**config.mk**
```make
export PLATFORM = sky130hd
export DESIGN_NAME = tick_generator
export DESIGN_NICKNAME = d
export VERILOG_FILES = /design/src/rtl/tick_generator_pkg.sv /design/src/rtl/tick_subdivider.sv /design/src/rtl/tick_generator.sv
export SDC_FILE = /design/constraint.sdc
export NUM_CORES = 1
export LEC_CHECK = 0
export BUFFER_PORTS_ARGS = -buffer_cell sky130_fd_sc_hd__buf_2
export CORE_ASPECT_RATIO = 2
export CORE_UTILIZATION = 35
export DETAILED_ROUTE_END_ITERATION = 12
export SLEW_MARGIN = 10
export SYNTH_ARGS = -nofsm -noshare
export SYNTH_HDL_FRONTEND = slang
export SYNTH_SLANG_ARGS = --single-unit
```
**constraint.sdc**
```tcl
create_clock -name clk -period 3.3 [get_ports clk]
set_input_delay 0.495 -clock clk [delete_from_list [all_inputs] [get_ports clk]]
set_output_delay 0.495 -clock clk [all_outputs]
set_load 0.01 [all_outputs]
```
**src/rtl/tick_generator_pkg.sv**
```systemverilog
// tick_generator_pkg: shared widths, periods and channel indices for the tick generator.
package tick_generator_pkg;
  localparam int CNT_W_DEF  = 25;
  localparam int SUB_W_DEF  = 4;
  localparam int NUM_CH_DEF = 2;
  localparam int unsigned PERIOD_SYN = 26_999_999;
  localparam int unsigned PERIOD_SIM = 3;
  localparam int CH_STEP  = 0;
  localparam int CH_BLINK = 1;
endpackage

```
**src/rtl/tick_subdivider.sv**
```systemverilog
// tick_subdivider: divides an incoming tick stream into a 1-cycle tick and a 50% square wave.
module tick_subdivider
  import tick_generator_pkg::*;
#(
  parameter int SUB_W = SUB_W_DEF
) (
  input  logic             clk,
  input  logic             reset_n,
  input  logic             clear,
  input  logic             enable,
  input  logic             tick_in,
  input  logic [SUB_W-1:0] div,
  output logic             tick_out,
  output logic             wave
);
  logic [SUB_W-1:0] cnt;
  logic hit, term;
  assign hit  = enable && tick_in;
  // >= so a divisor lowered mid-count wraps on the next input tick
  assign term = cnt >= div;
  always_ff @(posedge clk or negedge reset_n)
    if (!reset_n) begin
      cnt      <= '0;
      tick_out <= 1'b0;
      wave     <= 1'b0;
    end else if (clear) begin
      cnt      <= '0;
      tick_out <= 1'b0;
      wave     <= 1'b0;
    end else begin
      tick_out <= hit && term;
      if (hit) begin
        cnt  <= term ? '0 : cnt + SUB_W'(1);
        wave <= wave ^ term;
      end
    end
endmodule

```
**src/rtl/tick_generator.sv**
```systemverilog
// tick_generator: reloadable base prescaler feeding NUM_CH cascaded tick/wave sub-dividers.
module tick_generator
  import tick_generator_pkg::*;
#(
  parameter int          CNT_W          = CNT_W_DEF,
  parameter int unsigned DEFAULT_PERIOD = PERIOD_SYN,
  parameter int          NUM_CH         = NUM_CH_DEF,
  parameter int          SUB_W          = SUB_W_DEF
) (
  input  logic                    clk,
  input  logic                    reset_n,
  input  logic                    enable,
  input  logic                    clear,
  input  logic [CNT_W-1:0]        period_in,
  input  logic                    period_load,
  input  logic [NUM_CH*SUB_W-1:0] ch_div,
  output logic                    base_tick,
  output logic [NUM_CH-1:0]       ch_tick,
  output logic [NUM_CH-1:0]       ch_wave,
  output logic                    period_pending
);
  logic [CNT_W-1:0] count, period_reg, shadow, next_period;
  logic wrap;
  assign wrap = enable && !clear && count == period_reg;
  // a load coinciding with a wrap or clear bypasses the shadow
  assign next_period = period_load ? period_in : shadow;
  always_ff @(posedge clk or negedge reset_n)
    if (!reset_n) begin
      count          <= '0;
      period_reg     <= CNT_W'(DEFAULT_PERIOD);
      shadow         <= CNT_W'(DEFAULT_PERIOD);
      base_tick      <= 1'b0;
      period_pending <= 1'b0;
    end else if (clear) begin
      count          <= '0;
      base_tick      <= 1'b0;
      period_reg     <= next_period;
      shadow         <= next_period;
      period_pending <= 1'b0;
    end else begin
      if (enable) count <= wrap ? '0 : count + CNT_W'(1);
      base_tick <= wrap;
      if (period_load) shadow <= period_in;
      if (wrap) period_reg <= next_period;
      period_pending <= !wrap && (period_load || period_pending);
    end
  for (genvar i = 0; i < NUM_CH; i++) begin : g_ch
    tick_subdivider #(.SUB_W(SUB_W)) u_sub (
      .clk      (clk),
      .reset_n  (reset_n),
      .clear    (clear),
      .enable   (enable),
      .tick_in  (wrap),
      .div      (ch_div[i*SUB_W +: SUB_W]),
      .tick_out (ch_tick[i]),
      .wave     (ch_wave[i])
    );
  end
endmodule

```
Word level (Yosys, flattened, before mapping)
Cells that the tools add are included.
- word-level logic and storage cells: 51
- bits of input ports: 38
- output and inout bits: 6
- register bits: 89
- muxes and demuxes: 20
- add/subtract/negate cells: 3
- order comparisons: 2
- eq/ne operators: 1
- bitwise gates (word level): 2
- reductions and logical operators: 12
- operators by type and width (kind ; number):
    two-way mux 25 bit ; 6
    adder 25 x 1 -> 25 bit (second input constant) ; 1
    == test 25 bit ; 1
    two-way mux 4 bit ; 6
    adder 4 x 1 -> 4 bit (second input constant) ; 2
    >= comparator 4 bit ; 2
    two-way mux 1 bit ; 8
    logical AND 1 bit ; 6
    nonzero test 2 bit ; 3
    logical NOT 1 bit ; 2
    XOR 1 bit ; 2
    logical OR 1 bit ; 1

Logic depth before layout (Yosys ltp)
Gate-level depths: netlist (run 1).
- word-level depth: 6
- depth in mapped cells: 8
- depth with buffers taken out: 8

Modules after synthesis
From an unflattened synthesis (run 1), not the netlist that was laid out.
- cell total of the unflattened synthesis: 351
- area, all modules: 4410.5 sq um
- modules (own cells, without submodules) (module ; seq. area each (sq um) ; cells each ; instances ; area an instance (sq um)):
    tick_generator ; 1974.4 ; 267 ; 1 ; 3592.2
    tick_subdivider ; 150.1 ; 42 ; 2 ; 409.1

Worst setup path before layout (run 1)
No wires, ideal clock.
- path type: register to register
- start point: register count[12]
- end point: register period_reg[8]
- cell stages (with the launch flop): 7
- data arrival time: 2232 ps
- buffers on the path: 1
- clock period less this slack: 2357 ps
- required time: 3175 ps
- setup time: 125 ps
- setup slack: 943 ps
- cell sequence: dfrtp_1 -> xor2_1 -> nor4_2 -> nand4_1 -> o41ai_4 -> buf_4 -> mux2_2
- cells in the longest elaborated chain, start to end: 3
- RTL lines (what ; line ; text):
    start, declared ; tick_generator.sv:22 ; logic [CNT_W-1:0] count, period_reg, shadow, next_period;
    start signal, assigned ; tick_generator.sv:41 ; if (enable) count <= wrap ? '0 : count + CNT_W'(1);
    == test 25 bit ; tick_generator.sv:24 ; assign wrap = enable && !clear && count == period_reg;
    logical AND 1 bit ; tick_generator.sv:24 ;
    nonzero test 2 bit (no source line) ; n/a ;
    end signal, assigned ; tick_generator.sv:30 ; period_reg <= CNT_W'(DEFAULT_PERIOD);
    end signal, assigned ; tick_generator.sv:37 ; period_reg <= next_period;
    end signal, assigned ; tick_generator.sv:44 ; if (wrap) period_reg <= next_period;
    end, declared ; tick_generator.sv:22 ;
No other way between the ends.
A chain may end at the register's enable or synchronous reset.

Worst setup path in the final report (run 1)
- start point: register count[5]
- end point: register g_ch[1].u_sub.cnt[2]
- cells in the longest elaborated chain, start to end: 4
- RTL lines (what ; line ; text):
    == test 25 bit ; tick_generator.sv:24 ;
    logical AND 1 bit ; tick_generator.sv:24 ;
    logical AND 1 bit ; tick_subdivider.sv:18 ; assign hit = enable && tick_in;
    nonzero test 2 bit (no source line) ; n/a ;
    end signal, assigned ; tick_subdivider.sv:33 ; cnt <= term ? '0 : cnt + SUB_W'(1);
    end, declared ; tick_subdivider.sv:16 ; logic [SUB_W-1:0] cnt;
No other way between the ends.

==> results of run 1 <==
## layer usage
layer  global-route usage, %  part of all wire, %  vias up
li1                        -                    -     1276
met1                    15.3                   41     1314
met2                    25.3                   55       37
met3                    2.26                  2.5        8
met4                    6.84                  2.1        0
met5                       0                    0        -
## final timing paths
check	endpoint	start
setup / recovery	g_ch[1].u_sub.cnt[2]	count[5]
hold / removal	count[21]	reset_n
setup reg to reg	g_ch[1].u_sub.cnt[2]	count[5]
hold reg to reg	g_ch[1].u_sub.wave	g_ch[1].u_sub.wave
max in group asynchronous	shadow[19]	reset_n
min in group clk	g_ch[0].u_sub.cnt[0]	clear
## layout make-up
cell class | instances | area, um^2
Multi-Input combinational cell | 230 | 1800
Clock buffer | 14 | 284
Inverter | 11 | 41.3
Sequential cell | 89 | 2270
Clock inverter | 2 | 10.0
Tap cell | 145 | 181
Fill cell | 1105 | 6860
Timing Repair Buffer | 48 | 255
## Yosys cell counts (all sizes together), types with 2 or more instances
master / number / area (um^2)
or2: 2 / 12.5
dfstp: 38 / 998
nor2b: 3 / 18.8
dfrtp: 51 / 1280
or3: 2 / 12.5
nor4: 4 / 31.3
a21oi: 6 / 30.0
inv: 11 / 41.3
a31oi: 3 / 18.8
nand4: 12 / 75.1
and4: 2 / 17.5
clkbuf: 5 / 18.8
a22o: 2 / 17.5
nand2: 11 / 41.3
and3: 7 / 43.8
buf: 10 / 73.8
nor2: 33 / 124
o21ai: 3 / 15.0
xnor2: 19 / 166
mux2: 50 / 563
nand3: 12 / 60.1
xor2: 29 / 254
ha: 11 / 138
o31ai: 3 / 22.5
nand2b: 5 / 31.3
## kinds of logic after synthesis
logic type,after synthesis,synth area share [%]
AOI/OAI and AO/OA,24,4.22
DFF,89,54.1
muxes,51,13.6
buffers and inverters,26,3.18
xor gates and xnor gates,48,9.99
adders and majority gates,11,3.27
and+or+nand+nor,96,11.7
## power breakdown
part           switching (mW)  internal (mW)  leakage (nW)  total, mW
Sequential             0.0451           1.21          1.08       1.26
Combinational           0.111          0.122         0.938      0.233
Clock                   0.388          0.590         0.149      0.978
## per-stage QoR
| step | std cells | utilization, % |
|---|---|---|
| global route | 539 | 41.4 |
| detailed placement | 523 | 38.9 |
| CTS | 539 | 41.4 |
| finish | 539 | 41.4 |
| floorplan | 345 | - |
| global placement | 523 | 38.9 |
==> impl_metrics.prom, run 1 <==
# TYPE chip_impl_metric gauge
chip_impl_info{name="status",value="finished clean"} 1
chip_impl_info{name="rsz0062_at_grt",value="no"} 1
chip_impl_metric{name="wl",unit="um"} 7930
chip_impl_metric{name="fin_skew",unit="ps"} 3.67
chip_impl_metric{name="timing.fmax",unit="MHz"} 364
chip_impl_info{name="cts_tree",value="built"} 1
chip_impl_metric{name="worst-path-stages",unit=""} 6
chip_impl_metric{name="stdcell_area",unit="um^2"} 4850
chip_impl_info{name="slowest_stage",value="sky130_fd_sc_hd__or4_1"} 1
chip_impl_metric{name="synthesis.area_per_instance",unit="um^2"} 12.2
chip_impl_metric{name="num_rows",unit=""} 56
chip_impl_metric{name="via_count",unit=""} 2635
chip_impl_metric{name="critPathBufInv",unit=""} 0
chip_impl_info{name="worstSetupStartpointType",value="register"} 1
chip_impl_metric{name="req_time_crit_path",unit="ps"} 3560
chip_impl_metric{name="grt_max_degree",unit=""} 59
chip_impl_metric{name="post_cts_resize_count",unit=""} 0
chip_impl_metric{name="initial_antenna_violation_count",unit=""} 0
chip_impl_metric{name="synth_seq_area_share",unit="%"} 54.1
chip_impl_metric{name="worst_pin_slew",unit="ps"} 729
chip_impl_metric{name="die_area",unit="um^2"} 12500
chip_impl_metric{name="cp.arrival",unit="ps"} 3010
chip_impl_metric{name="yosys_warning_count",unit=""} 0
chip_impl_metric{name="async_set_reset_flop_share_out_of_synthesis",unit="%"} 100
chip_impl_metric{name="grt_util_all_layers",unit="%"} 13.9
chip_impl_metric{name="syn_inst",unit=""} 345
chip_impl_metric{name="vias_per_cell",unit=""} 4.89
chip_impl_metric{name="numClockSinks",unit=""} 89
chip_impl_metric{name="r2r.worst_path.cells",unit=""} 6
chip_impl_metric{name="power_per_cell_area",unit="nW/um^2"} 510
chip_impl_metric{name="finalHoldViolations",unit=""} 0
chip_impl_metric{name="clk_path_buf_depth",unit=""} 2
chip_impl_metric{name="timing.slew.headroom",unit="%"} 51.4
chip_impl_metric{name="post_drt_wl_per_cell",unit="um"} 14.7
chip_impl_metric{name="setup_tns",unit="ps"} 0
chip_impl_metric{name="cts_hold_buf",unit=""} 0
chip_impl_info{name="ctsRootBufferMaster",value="sky130_fd_sc_hd__clkbuf_16"} 1
chip_impl_metric{name="post_synth_num_cell_types",unit=""} 39
chip_impl_metric{name="synth_seq_cells",unit=""} 89
chip_impl_metric{name="clk_latency",unit="ps"} 340
chip_impl_metric{name="design_power_total",unit="mW"} 2.47
chip_impl_metric{name="finalWeightedCongestion",unit=""} 0.801
chip_impl_info{name="mostFrequentLayoutCell",value="sky130_fd_sc_hd__dfrtp_1"} 1
chip_impl_metric{name="drive_above_1_share",unit="%"} 39.3
chip_impl_info{name="most_used_dff_post_synth",value="sky130_fd_sc_hd__dfrtp_1"} 1
chip_impl_metric{name="core_area",unit="um^2"} 11700
chip_impl_metric{name="die_width",unit="um"} 79.5
chip_impl_metric{name="critical-path-max-stage-delay",unit="ps"} 830
chip_impl_metric{name="finish.net_count",unit=""} 438
chip_impl_info{name="most_frequent_cells_in_the_layout",value="sky130_fd_sc_hd__dfrtp_1 (51), sky130_fd_sc_hd__mux2_2 (50), sky130_fd_sc_hd__buf_2 (42)"} 1
chip_impl_metric{name="cts_max_level",unit=""} 3
chip_impl_metric{name="io_pins",unit=""} 44
chip_impl_metric{name="die_height",unit="um"} 157
chip_impl_info{name="cpLargestDelayFamily",value="simple AND/OR/NAND/NOR gates"} 1
chip_impl_metric{name="whs",unit="ps"} 216
chip_impl_metric{name="number_of_global_route_vias_before_repair",unit=""} 2696
chip_impl_metric{name="clkTransAtPathRegs",unit="ps"} 60
chip_impl_metric{name="synthesis.nets",unit=""} 394
chip_impl_metric{name="setup_viol",unit=""} 0
chip_impl_info{name="setup.worst_path.end_class",value="register"} 1
chip_impl_metric{name="slew_viol_final",unit=""} 0
chip_impl_metric{name="place_area",unit="um^2"} 4550
chip_impl_metric{name="area_delta_synth_final",unit="%"} 15.2
chip_impl_metric{name="reg2reg_slack",unit="ps"} 550
chip_impl_metric{name="worstPathMaxFanout",unit=""} 17
chip_impl_metric{name="setup_slack",unit="ps"} 550
chip_impl_metric{name="io_buffer_count",unit=""} 43
chip_impl_metric{name="postRouteAntennaNets",unit=""} 0
chip_impl_metric{name="detailedPlace.worstSlack",unit="ps"} 540
chip_impl_metric{name="number_of_search_and_repair_iterations_in_the_first_detailed_routing_pass",unit=""} 4
chip_impl_metric{name="grt_pass1_wl",unit="um"} 13200
chip_impl_metric{name="worst_ir_drop_vdd",unit="mV"} 0.250
chip_impl_metric{name="number_of_design_rule_violations_left_by_the_first_detailed_router_iteration",unit=""} 105
chip_impl_metric{name="cts_setup_buffers",unit=""} 0
chip_impl_metric{name="synth-edff-count",unit=""} 0
chip_impl_info{name="min-delay-path-class",value="input pin to async pin"} 1
chip_impl_info{name="path_cells",value="xor2_1 -> nor4_1 -> nand4_1 -> or4_1 -> or3_1 -> a31oi_1"} 1
chip_impl_metric{name="tritoncts.num_buffers",unit=""} 9
chip_impl_metric{name="gr-total-overflow",unit=""} 0
chip_impl_metric{name="drv.max_cap_violation_count",unit=""} 0
chip_impl_metric{name="start_util",unit="%"} 36.0
chip_impl_metric{name="dpl.hpwl",unit="um"} 5760
chip_impl_metric{name="leakage",unit="nW"} 2.17
chip_impl_metric{name="drc",unit=""} 0
chip_impl_metric{name="final.min_clock_period",unit="ps"} 2750
chip_impl_metric{name="antenna_diodes",unit=""} 0
chip_impl_metric{name="netlist_area",unit="um^2"} 4210
chip_impl_metric{name="period_share",unit="%"} 83.3
chip_impl_info{name="timing.setup.critical_path_class",value="register to register"} 1
Power figures use the tool's default switching activity.
==> run 2: changes to the inputs <==
==> constraint.sdc (replaced) <==
create_clock -name clk -period 2.4 [get_ports clk]
set_input_delay 0.36 -clock clk [delete_from_list [all_inputs] [get_ports clk]]
set_output_delay 0.36 -clock clk [all_outputs]
set_load 0.01 [all_outputs]
==> run 2 against run 1 <==
  * Register-to-register slack lost 500 ps
  * Clock power grew 66%
  * Utilization grew 3.3 points
  * Sequential power grew 37%
  * Critical endpoint is now period_reg[7]
==> impl_metrics.prom, run 2 (same netlist as run 1, synthesis figures left out) <==
# TYPE chip_impl_metric gauge
chip_impl_info{name="most_frequent_cells_in_the_layout",value="sky130_fd_sc_hd__dfrtp_1 (51), sky130_fd_sc_hd__mux2_2 (50), sky130_fd_sc_hd__buf_2 (42)"} 1
chip_impl_metric{name="critPathBufInv",unit=""} 3
chip_impl_metric{name="share_seq_of_total_power",unit="%"} 46.6
chip_impl_metric{name="number_of_design_rule_violations_left_by_the_first_detailed_router_iteration",unit=""} 77
chip_impl_metric{name="finish.net_count",unit=""} 470
chip_impl_info{name="status",value="finished clean"} 1
chip_impl_metric{name="swShare",unit="%"} 21.5
chip_impl_metric{name="grt_pass1_wl",unit="um"} 14400
chip_impl_info{name="rsz0062_at_grt",value="yes"} 1
chip_impl_metric{name="critical-path-max-stage-delay",unit="ps"} 530
chip_impl_metric{name="drv.max_cap_violation_count",unit=""} 0
chip_impl_info{name="min-delay-path-class",value="input pin to register"} 1
chip_impl_metric{name="leakage",unit="nW"} 2.38
chip_impl_metric{name="detailedPlace.worstSlack",unit="ps"} -225
chip_impl_metric{name="timing.fmax",unit="MHz"} 426
chip_impl_metric{name="tritoncts.num_buffers",unit=""} 9
chip_impl_metric{name="setup_tns",unit="ps"} 0
chip_impl_metric{name="place_area",unit="um^2"} 4760
chip_impl_metric{name="via_count",unit=""} 2762
chip_impl_metric{name="setup_slack",unit="ps"} 52.7
chip_impl_info{name="setup.worst_path.end_class",value="register"} 1
chip_impl_metric{name="post_drt_wl_per_cell",unit="um"} 15.2
chip_impl_metric{name="number_of_search_and_repair_iterations_in_the_first_detailed_routing_pass",unit=""} 4
chip_impl_metric{name="die_area",unit="um^2"} 12500
chip_impl_metric{name="worst_pin_slew",unit="ps"} 664
chip_impl_metric{name="final.fill_count",unit=""} 1102
chip_impl_metric{name="r2r.worst_path.cells",unit=""} 8
chip_impl_metric{name="reg2reg_slack",unit="ps"} 50
chip_impl_metric{name="grt_util_all_layers",unit="%"} 15.4
chip_impl_metric{name="io_pins",unit=""} 44
chip_impl_metric{name="antenna_diodes",unit=""} 0
chip_impl_metric{name="timing.slew.headroom",unit="%"} 55.7
chip_impl_info{name="worstSetupStartpointType",value="register"} 1
chip_impl_metric{name="clkTransAtPathRegs",unit="ps"} 60
chip_impl_metric{name="req_time_crit_path",unit="ps"} 2670
chip_impl_metric{name="clk_path_buf_depth",unit=""} 2
chip_impl_metric{name="power_per_cell_area",unit="nW/um^2"} 708
chip_impl_metric{name="clk_latency",unit="ps"} 340
chip_impl_metric{name="gr-total-overflow",unit=""} 0
chip_impl_metric{name="final.min_clock_period",unit="ps"} 2350
chip_impl_info{name="hold_end",value="g_ch[0].u_sub.cnt[0]"} 1
chip_impl_info{name="mostFrequentLayoutCell",value="sky130_fd_sc_hd__dfrtp_1"} 1
chip_impl_info{name="r2r_end",value="period_reg[7]"} 1
chip_impl_metric{name="area_delta_synth_final",unit="%"} 24.4
chip_impl_metric{name="wl",unit="um"} 8650
chip_impl_metric{name="internal_power_of_the_cells",unit="mW"} 2.91
chip_impl_info{name="slowest_stage",value="sky130_fd_sc_hd__dfstp_2"} 1
chip_impl_metric{name="vias_per_cell",unit=""} 4.84
chip_impl_info{name="cts_tree",value="built"} 1
chip_impl_metric{name="finalHoldViolations",unit=""} 0
chip_impl_metric{name="die_height",unit="um"} 157
chip_impl_metric{name="numClockSinks",unit=""} 89
chip_impl_metric{name="slew_viol_final",unit=""} 0
chip_impl_metric{name="die_width",unit="um"} 79.5
chip_impl_info{name="timing.setup.critical_path_class",value="register to register"} 1
chip_impl_info{name="r2r-start",value="period_reg[1]"} 1
chip_impl_metric{name="design_power_total",unit="mW"} 3.71
chip_impl_metric{name="min_path_cells",unit=""} 2
chip_impl_metric{name="finalWeightedCongestion",unit=""} 0.764
chip_impl_metric{name="final_core_util",unit="%"} 44.7
chip_impl_metric{name="postRouteAntennaNets",unit=""} 0
chip_impl_metric{name="cts_max_level",unit=""} 3
chip_impl_metric{name="worstPathMaxFanout",unit=""} 6
chip_impl_info{name="crit_path_frequent_cell",value="sky130_fd_sc_hd__buf_4"} 1
chip_impl_info{name="min-delay-start",value="clear"} 1
chip_impl_info{name="ctsRootBufferMaster",value="sky130_fd_sc_hd__clkbuf_16"} 1
chip_impl_metric{name="io_buffer_count",unit=""} 43
chip_impl_metric{name="number_of_global_route_vias_before_repair",unit=""} 3016
chip_impl_metric{name="stdcell_area",unit="um^2"} 5240
chip_impl_metric{name="initial_antenna_violation_count",unit=""} 0
chip_impl_metric{name="num_rows",unit=""} 56
chip_impl_info{name="path_cells",value="xor2_1 -> nor4_2 -> nand4_1 -> buf_4 -> o41ai_4 -> buf_4 -> bufbuf_16 -> mux2_2"} 1
chip_impl_metric{name="period_share",unit="%"} 97.8
chip_impl_metric{name="net-switching-power",unit="uW"} 799
chip_impl_metric{name="portion_of_total_power_attributed_to_combinational_logic",unit="%"} 9.8
chip_impl_metric{name="setup_viol",unit=""} 0
chip_impl_metric{name="fin_skew",unit="ps"} 8.96
chip_impl_metric{name="worst_ir_drop_vdd",unit="mV"} 0.379
chip_impl_metric{name="cp.arrival",unit="ps"} 2610
chip_impl_metric{name="drive_above_1_share",unit="%"} 45.1
chip_impl_metric{name="grt_max_degree",unit=""} 42
chip_impl_info{name="cpLargestDelayFamily",value="buffers and inverters"} 1
chip_impl_metric{name="drc",unit=""} 0
chip_impl_metric{name="core_area",unit="um^2"} 11700
chip_impl_metric{name="dpl.hpwl",unit="um"} 5860
chip_impl_metric{name="clkPwrFrac",unit="%"} 43.6
chip_impl_metric{name="worst-path-stages",unit=""} 8
chip_impl_metric{name="start_util",unit="%"} 36.0
==> run 2: changes by cell type in the layout (fill, tap and decap cells not counted), sizes merged <==
cell         previous run  this run
dlygate4sd3             0         1
clkinvlp                0         1
buf                    48        78
bufinv                  0         3
clkbuf                 14        11
clkinv                  2         1
bufbuf                  0         1
==> run 2: power by group through the flow <==
stage	logic [mW]	registers, mW	clock network, mW
2_1_floorplan	0.219	1.74	0
3_3_place_gp	0.338	1.75	0
3_5_place_dp	0.346	1.76	0
4_1_cts	0.371	1.73	1.65
5_1_grt	0.403	1.74	1.69
6_report	0.364	1.73	1.62
==> run 2: how the worst max path moves through the flow <==
| stage | start | to |
|---|---|---|
| 3_5_place_dp | period_reg[5] | g_ch[1].u_sub.wave |
| 4_1_cts | period_reg[13] | g_ch[1].u_sub.wave |
| 5_1_grt | period_reg[1] | period_reg[17] |
| 6_report | period_reg[1] | period_reg[7] |
| 2_1_floorplan | count[12] | period_reg[8] |
| 3_3_place_gp | period_reg[5] | g_ch[1].u_sub.wave |
==> run 2: timing repair <==
item                                    CTS  global route
pin swaps                                 3             8
endpoints found under the hold margin    10             0
hold buffers                              1             0
gates resized for setup                   2             7
endpoints found under the setup margin   48            21
gates cloned                              3             0
setup buffers                             3             0
==> run 2: area by class of cell <==
class	count	area (um^2)	share of cell area (%)
clock buffers	11	243	4.64
clock inverters	5	103	1.96
inverters	11	43.8	0.836
multi-input cells	230	1830	35.0
flip-flops and latches	89	2270	43.4
well taps	145	181	3.46
repair buffers	80	559	10.7
==> run 2: metal layers <==
metal  part of all wire (%)  track usage, %  up-vias  wire [um]
met5                      0               0        -          0
met4                    3.4            8.74        0        291
met3                    2.2            2.26       14        191
met2                     56            28.3       41       4810
met1                     39            16.3     1370       3360
li1                       -               -     1337          -
==> run 2: through the flow <==
stage                     hold slack (ps)  instances
after global placement                280        548
after global routing                  259        571
after detailed placement              287        548
after CTS                             242        571
after floorplan                      64.4        345
final                                 254        571
==> run 3: changes to the inputs <==
==> constraint.sdc (replaced) <==
create_clock -name clk -period 2.2 [get_ports clk]
set_input_delay 0.33 -clock clk [delete_from_list [all_inputs] [get_ports clk]]
set_output_delay 0.33 -clock clk [all_outputs]
set_load 0.005 [all_outputs]
==> run 3 against run 2 <==
  * The run now ends with negative setup slack left
  * Maximum frequency decreased by 3.7%
  * Utilization up 3.0 points
  * Register-to-register slack got worse by 290 ps
  * Global-route usage up 1.1 points
  * Worst hold slack worse by 15 ps
  * Wire length is 7.2% higher
  * Total power is 10% higher
  * Design area grew 6.6%
  * Critical path depth unchanged
  * Sequential power is 9% higher
  * Largest cell class unchanged
  * Highest routed layer unchanged
==> impl_metrics.prom, run 3 (same netlist as run 1, synthesis figures left out) <==
# TYPE chip_impl_metric gauge
chip_impl_metric{name="post_drt_wl_per_cell",unit="um"} 15.9
chip_impl_metric{name="vias_per_cell",unit=""} 4.95
chip_impl_metric{name="number_of_design_rule_violations_left_by_the_first_detailed_router_iteration",unit=""} 116
chip_impl_metric{name="final.fill_count",unit=""} 1011
chip_impl_metric{name="area_delta_synth_final",unit="%"} 32.7
chip_impl_info{name="violations_in_the_final_reports",value="negative setup slack"} 1
chip_impl_metric{name="cp.arrival",unit="ps"} 2660
chip_impl_metric{name="timing.fmax",unit="MHz"} 410
chip_impl_metric{name="drv.max_cap_violation_count",unit=""} 0
chip_impl_metric{name="req_time_crit_path",unit="ps"} 2420
chip_impl_metric{name="design_power_total",unit="mW"} 4.10
chip_impl_info{name="ctsRootBufferMaster",value="sky130_fd_sc_hd__clkbuf_16"} 1
chip_impl_info{name="status",value="finished, violations left"} 1
chip_impl_metric{name="period_share",unit="%"} 111
chip_impl_metric{name="min_path_cells",unit=""} 2
chip_impl_metric{name="number_of_global_route_vias_before_repair",unit=""} 3138
chip_impl_metric{name="finalWeightedCongestion",unit=""} 0.790
chip_impl_metric{name="finalHoldViolations",unit=""} 0
chip_impl_metric{name="final_core_util",unit="%"} 47.7
chip_impl_metric{name="num_rows",unit=""} 56
chip_impl_info{name="cts_tree",value="built"} 1
chip_impl_metric{name="leakage",unit="nW"} 2.51
chip_impl_metric{name="clk_path_buf_depth",unit=""} 2
chip_impl_metric{name="grt_pass1_wl",unit="um"} 15500
chip_impl_metric{name="clk_latency",unit="ps"} 340
chip_impl_metric{name="wl",unit="um"} 9270
chip_impl_info{name="min-delay-path-class",value="input pin to register"} 1
chip_impl_metric{name="die_area",unit="um^2"} 12500
chip_impl_metric{name="die_width",unit="um"} 79.5
chip_impl_metric{name="final.min_clock_period",unit="ps"} 2440
chip_impl_info{name="mostFrequentLayoutCell",value="sky130_fd_sc_hd__dfrtp_1"} 1
chip_impl_info{name="most_frequent_cells_in_the_layout",value="sky130_fd_sc_hd__dfrtp_1 (51), sky130_fd_sc_hd__buf_2 (42), sky130_fd_sc_hd__mux2_2 (38), sky130_fd_sc_hd__dfstp_2 (38), sky130_fd_sc_hd__buf_4 (30)"} 1
chip_impl_metric{name="worst_ir_drop_vdd",unit="mV"} 0.423
chip_impl_metric{name="final_cells",unit=""} 583
chip_impl_metric{name="clkTransAtPathRegs",unit="ps"} 60
chip_impl_metric{name="setup_slack",unit="ps"} -238
chip_impl_metric{name="tritoncts.num_buffers",unit=""} 9
chip_impl_metric{name="drive_above_1_share",unit="%"} 53.2
chip_impl_info{name="timing.setup.critical_path_class",value="register to register"} 1
chip_impl_info{name="worstSetupStartpointType",value="register"} 1
chip_impl_info{name="rsz0062_at_grt",value="yes"} 1
chip_impl_metric{name="numClockSinks",unit=""} 89
chip_impl_metric{name="core_area",unit="um^2"} 11700
chip_impl_metric{name="io_buffer_count",unit=""} 43
chip_impl_metric{name="gr-total-overflow",unit=""} 0
chip_impl_metric{name="grt_max_degree",unit=""} 72
chip_impl_metric{name="r2r.worst_path.cells",unit=""} 8
chip_impl_metric{name="grt_util_all_layers",unit="%"} 16.5
chip_impl_metric{name="worstPathMaxFanout",unit=""} 8
chip_impl_metric{name="drc",unit=""} 0
chip_impl_metric{name="number_of_search_and_repair_iterations_in_the_first_detailed_routing_pass",unit=""} 4
chip_impl_metric{name="start_util",unit="%"} 36.0
chip_impl_metric{name="finish.net_count",unit=""} 482
chip_impl_metric{name="power_per_cell_area",unit="nW/um^2"} 733
chip_impl_metric{name="via_count",unit=""} 2885
chip_impl_metric{name="cts_max_level",unit=""} 3
chip_impl_metric{name="timing.slew.headroom",unit="%"} 66.9
chip_impl_metric{name="setup_tns",unit="ps"} -8430
chip_impl_metric{name="die_height",unit="um"} 157
chip_impl_metric{name="slew_viol_final",unit=""} 0
chip_impl_metric{name="io_pins",unit=""} 44
chip_impl_metric{name="fin_skew",unit="ps"} 6.61
chip_impl_metric{name="postRouteAntennaNets",unit=""} 0
chip_impl_info{name="setup.worst_path.end_class",value="register"} 1
chip_impl_metric{name="worst_pin_slew",unit="ps"} 494
chip_impl_metric{name="initial_antenna_violation_count",unit=""} 0
chip_impl_metric{name="setup_viol",unit=""} 60
chip_impl_metric{name="dpl.cell_count",unit=""} 552
chip_impl_metric{name="dpl.hpwl",unit="um"} 5990
chip_impl_metric{name="antenna_diodes",unit=""} 0
chip_impl_metric{name="detailedPlace.worstSlack",unit="ps"} -235
-- run 3: cell count changes in the layout (fill, tap and decap cells not counted), moves of 5 or more --
cell,delta
sky130_fd_sc_hd__mux2_2,-12
sky130_fd_sc_hd__mux2_4,+12
sky130_fd_sc_hd__nor2_4,+5
sky130_fd_sc_hd__buf_6,+6
sky130_fd_sc_hd__nor2_1,-22
sky130_fd_sc_hd__nor2_2,+17
-- run 3: final timing paths --
kind                           startpoint                endpoint  slack (ps)
hold / removal              period_in[16]              shadow[16]         240
setup reg to reg           period_reg[12]          period_reg[22]        -240
max in group asynchronous         reset_n          period_reg[14]        1100
min in group asynchronous         reset_n  g_ch[0].u_sub.tick_out         410
setup / recovery           period_reg[12]          period_reg[22]        -240
hold reg to reg                shadow[18]              shadow[18]         500
-- run 3: report_power, final --
part	leakage, nW	internal, mW	switching (mW)	total, mW
sequential	1.08	1.82	0.0673	1.89
clock	0.166	1.14	0.609	1.75
combinational	1.26	0.255	0.205	0.460
total	2.51	3.21	0.881	4.10
-- run 3: cell type report --
| class | count | area [um^2] | share of cell area (%) |
|---|---|---|---|
| Sequential cell | 89 | 2270 | 40.7 |
| Multi-Input combinational cell | 230 | 2000 | 35.8 |
| Clock buffer | 11 | 243 | 4.35 |
| Timing Repair Buffer | 92 | 732 | 13.1 |
| Inverter | 11 | 53.8 | 0.963 |
| Clock inverter | 5 | 103 | 1.84 |
| Tap cell | 145 | 181 | 3.25 |
-- run 3: critical path, cell delays in order (launching register included) --
cell and delay [ps]:
sky130_fd_sc_hd__dfstp_2 560, sky130_fd_sc_hd__xor2_2 90, sky130_fd_sc_hd__nor4_4 330, sky130_fd_sc_hd__nand4_1 160, sky130_fd_sc_hd__buf_4 170, sky130_fd_sc_hd__o41ai_4 340
sky130_fd_sc_hd__buf_6 200, sky130_fd_sc_hd__buf_12 160, sky130_fd_sc_hd__mux2_4 300
-- run 3: through the flow --
stage	hold WS [ps]	area [um^2]
6_report	239	5580
5_1_grt	229	5580
4_1_cts	229	5500
3_5_place_dp	227	4790
3_3_place_gp	221	4790
2_1_floorplan	34.4	4210
-- run 3: timing repair --
action,CTS,global route
hold buffers,1,0
pin swaps,12,12
setup buffers,13,2
endpoints found under the setup margin,45,63
endpoints found under the hold margin,13,0
gates cloned,3,1
gates resized for setup,46,39
-- run 3: per-layer routing --
layer | global-route usage (%) | vias up | wire [um]
li1 | - | 1363 | -
met1 | 18.0 | 1455 | 3530
met2 | 30.2 | 48 | 5180
met3 | 3.30 | 19 | 232
met4 | 7.10 | 0 | 335
met5 | 0 | - | 0
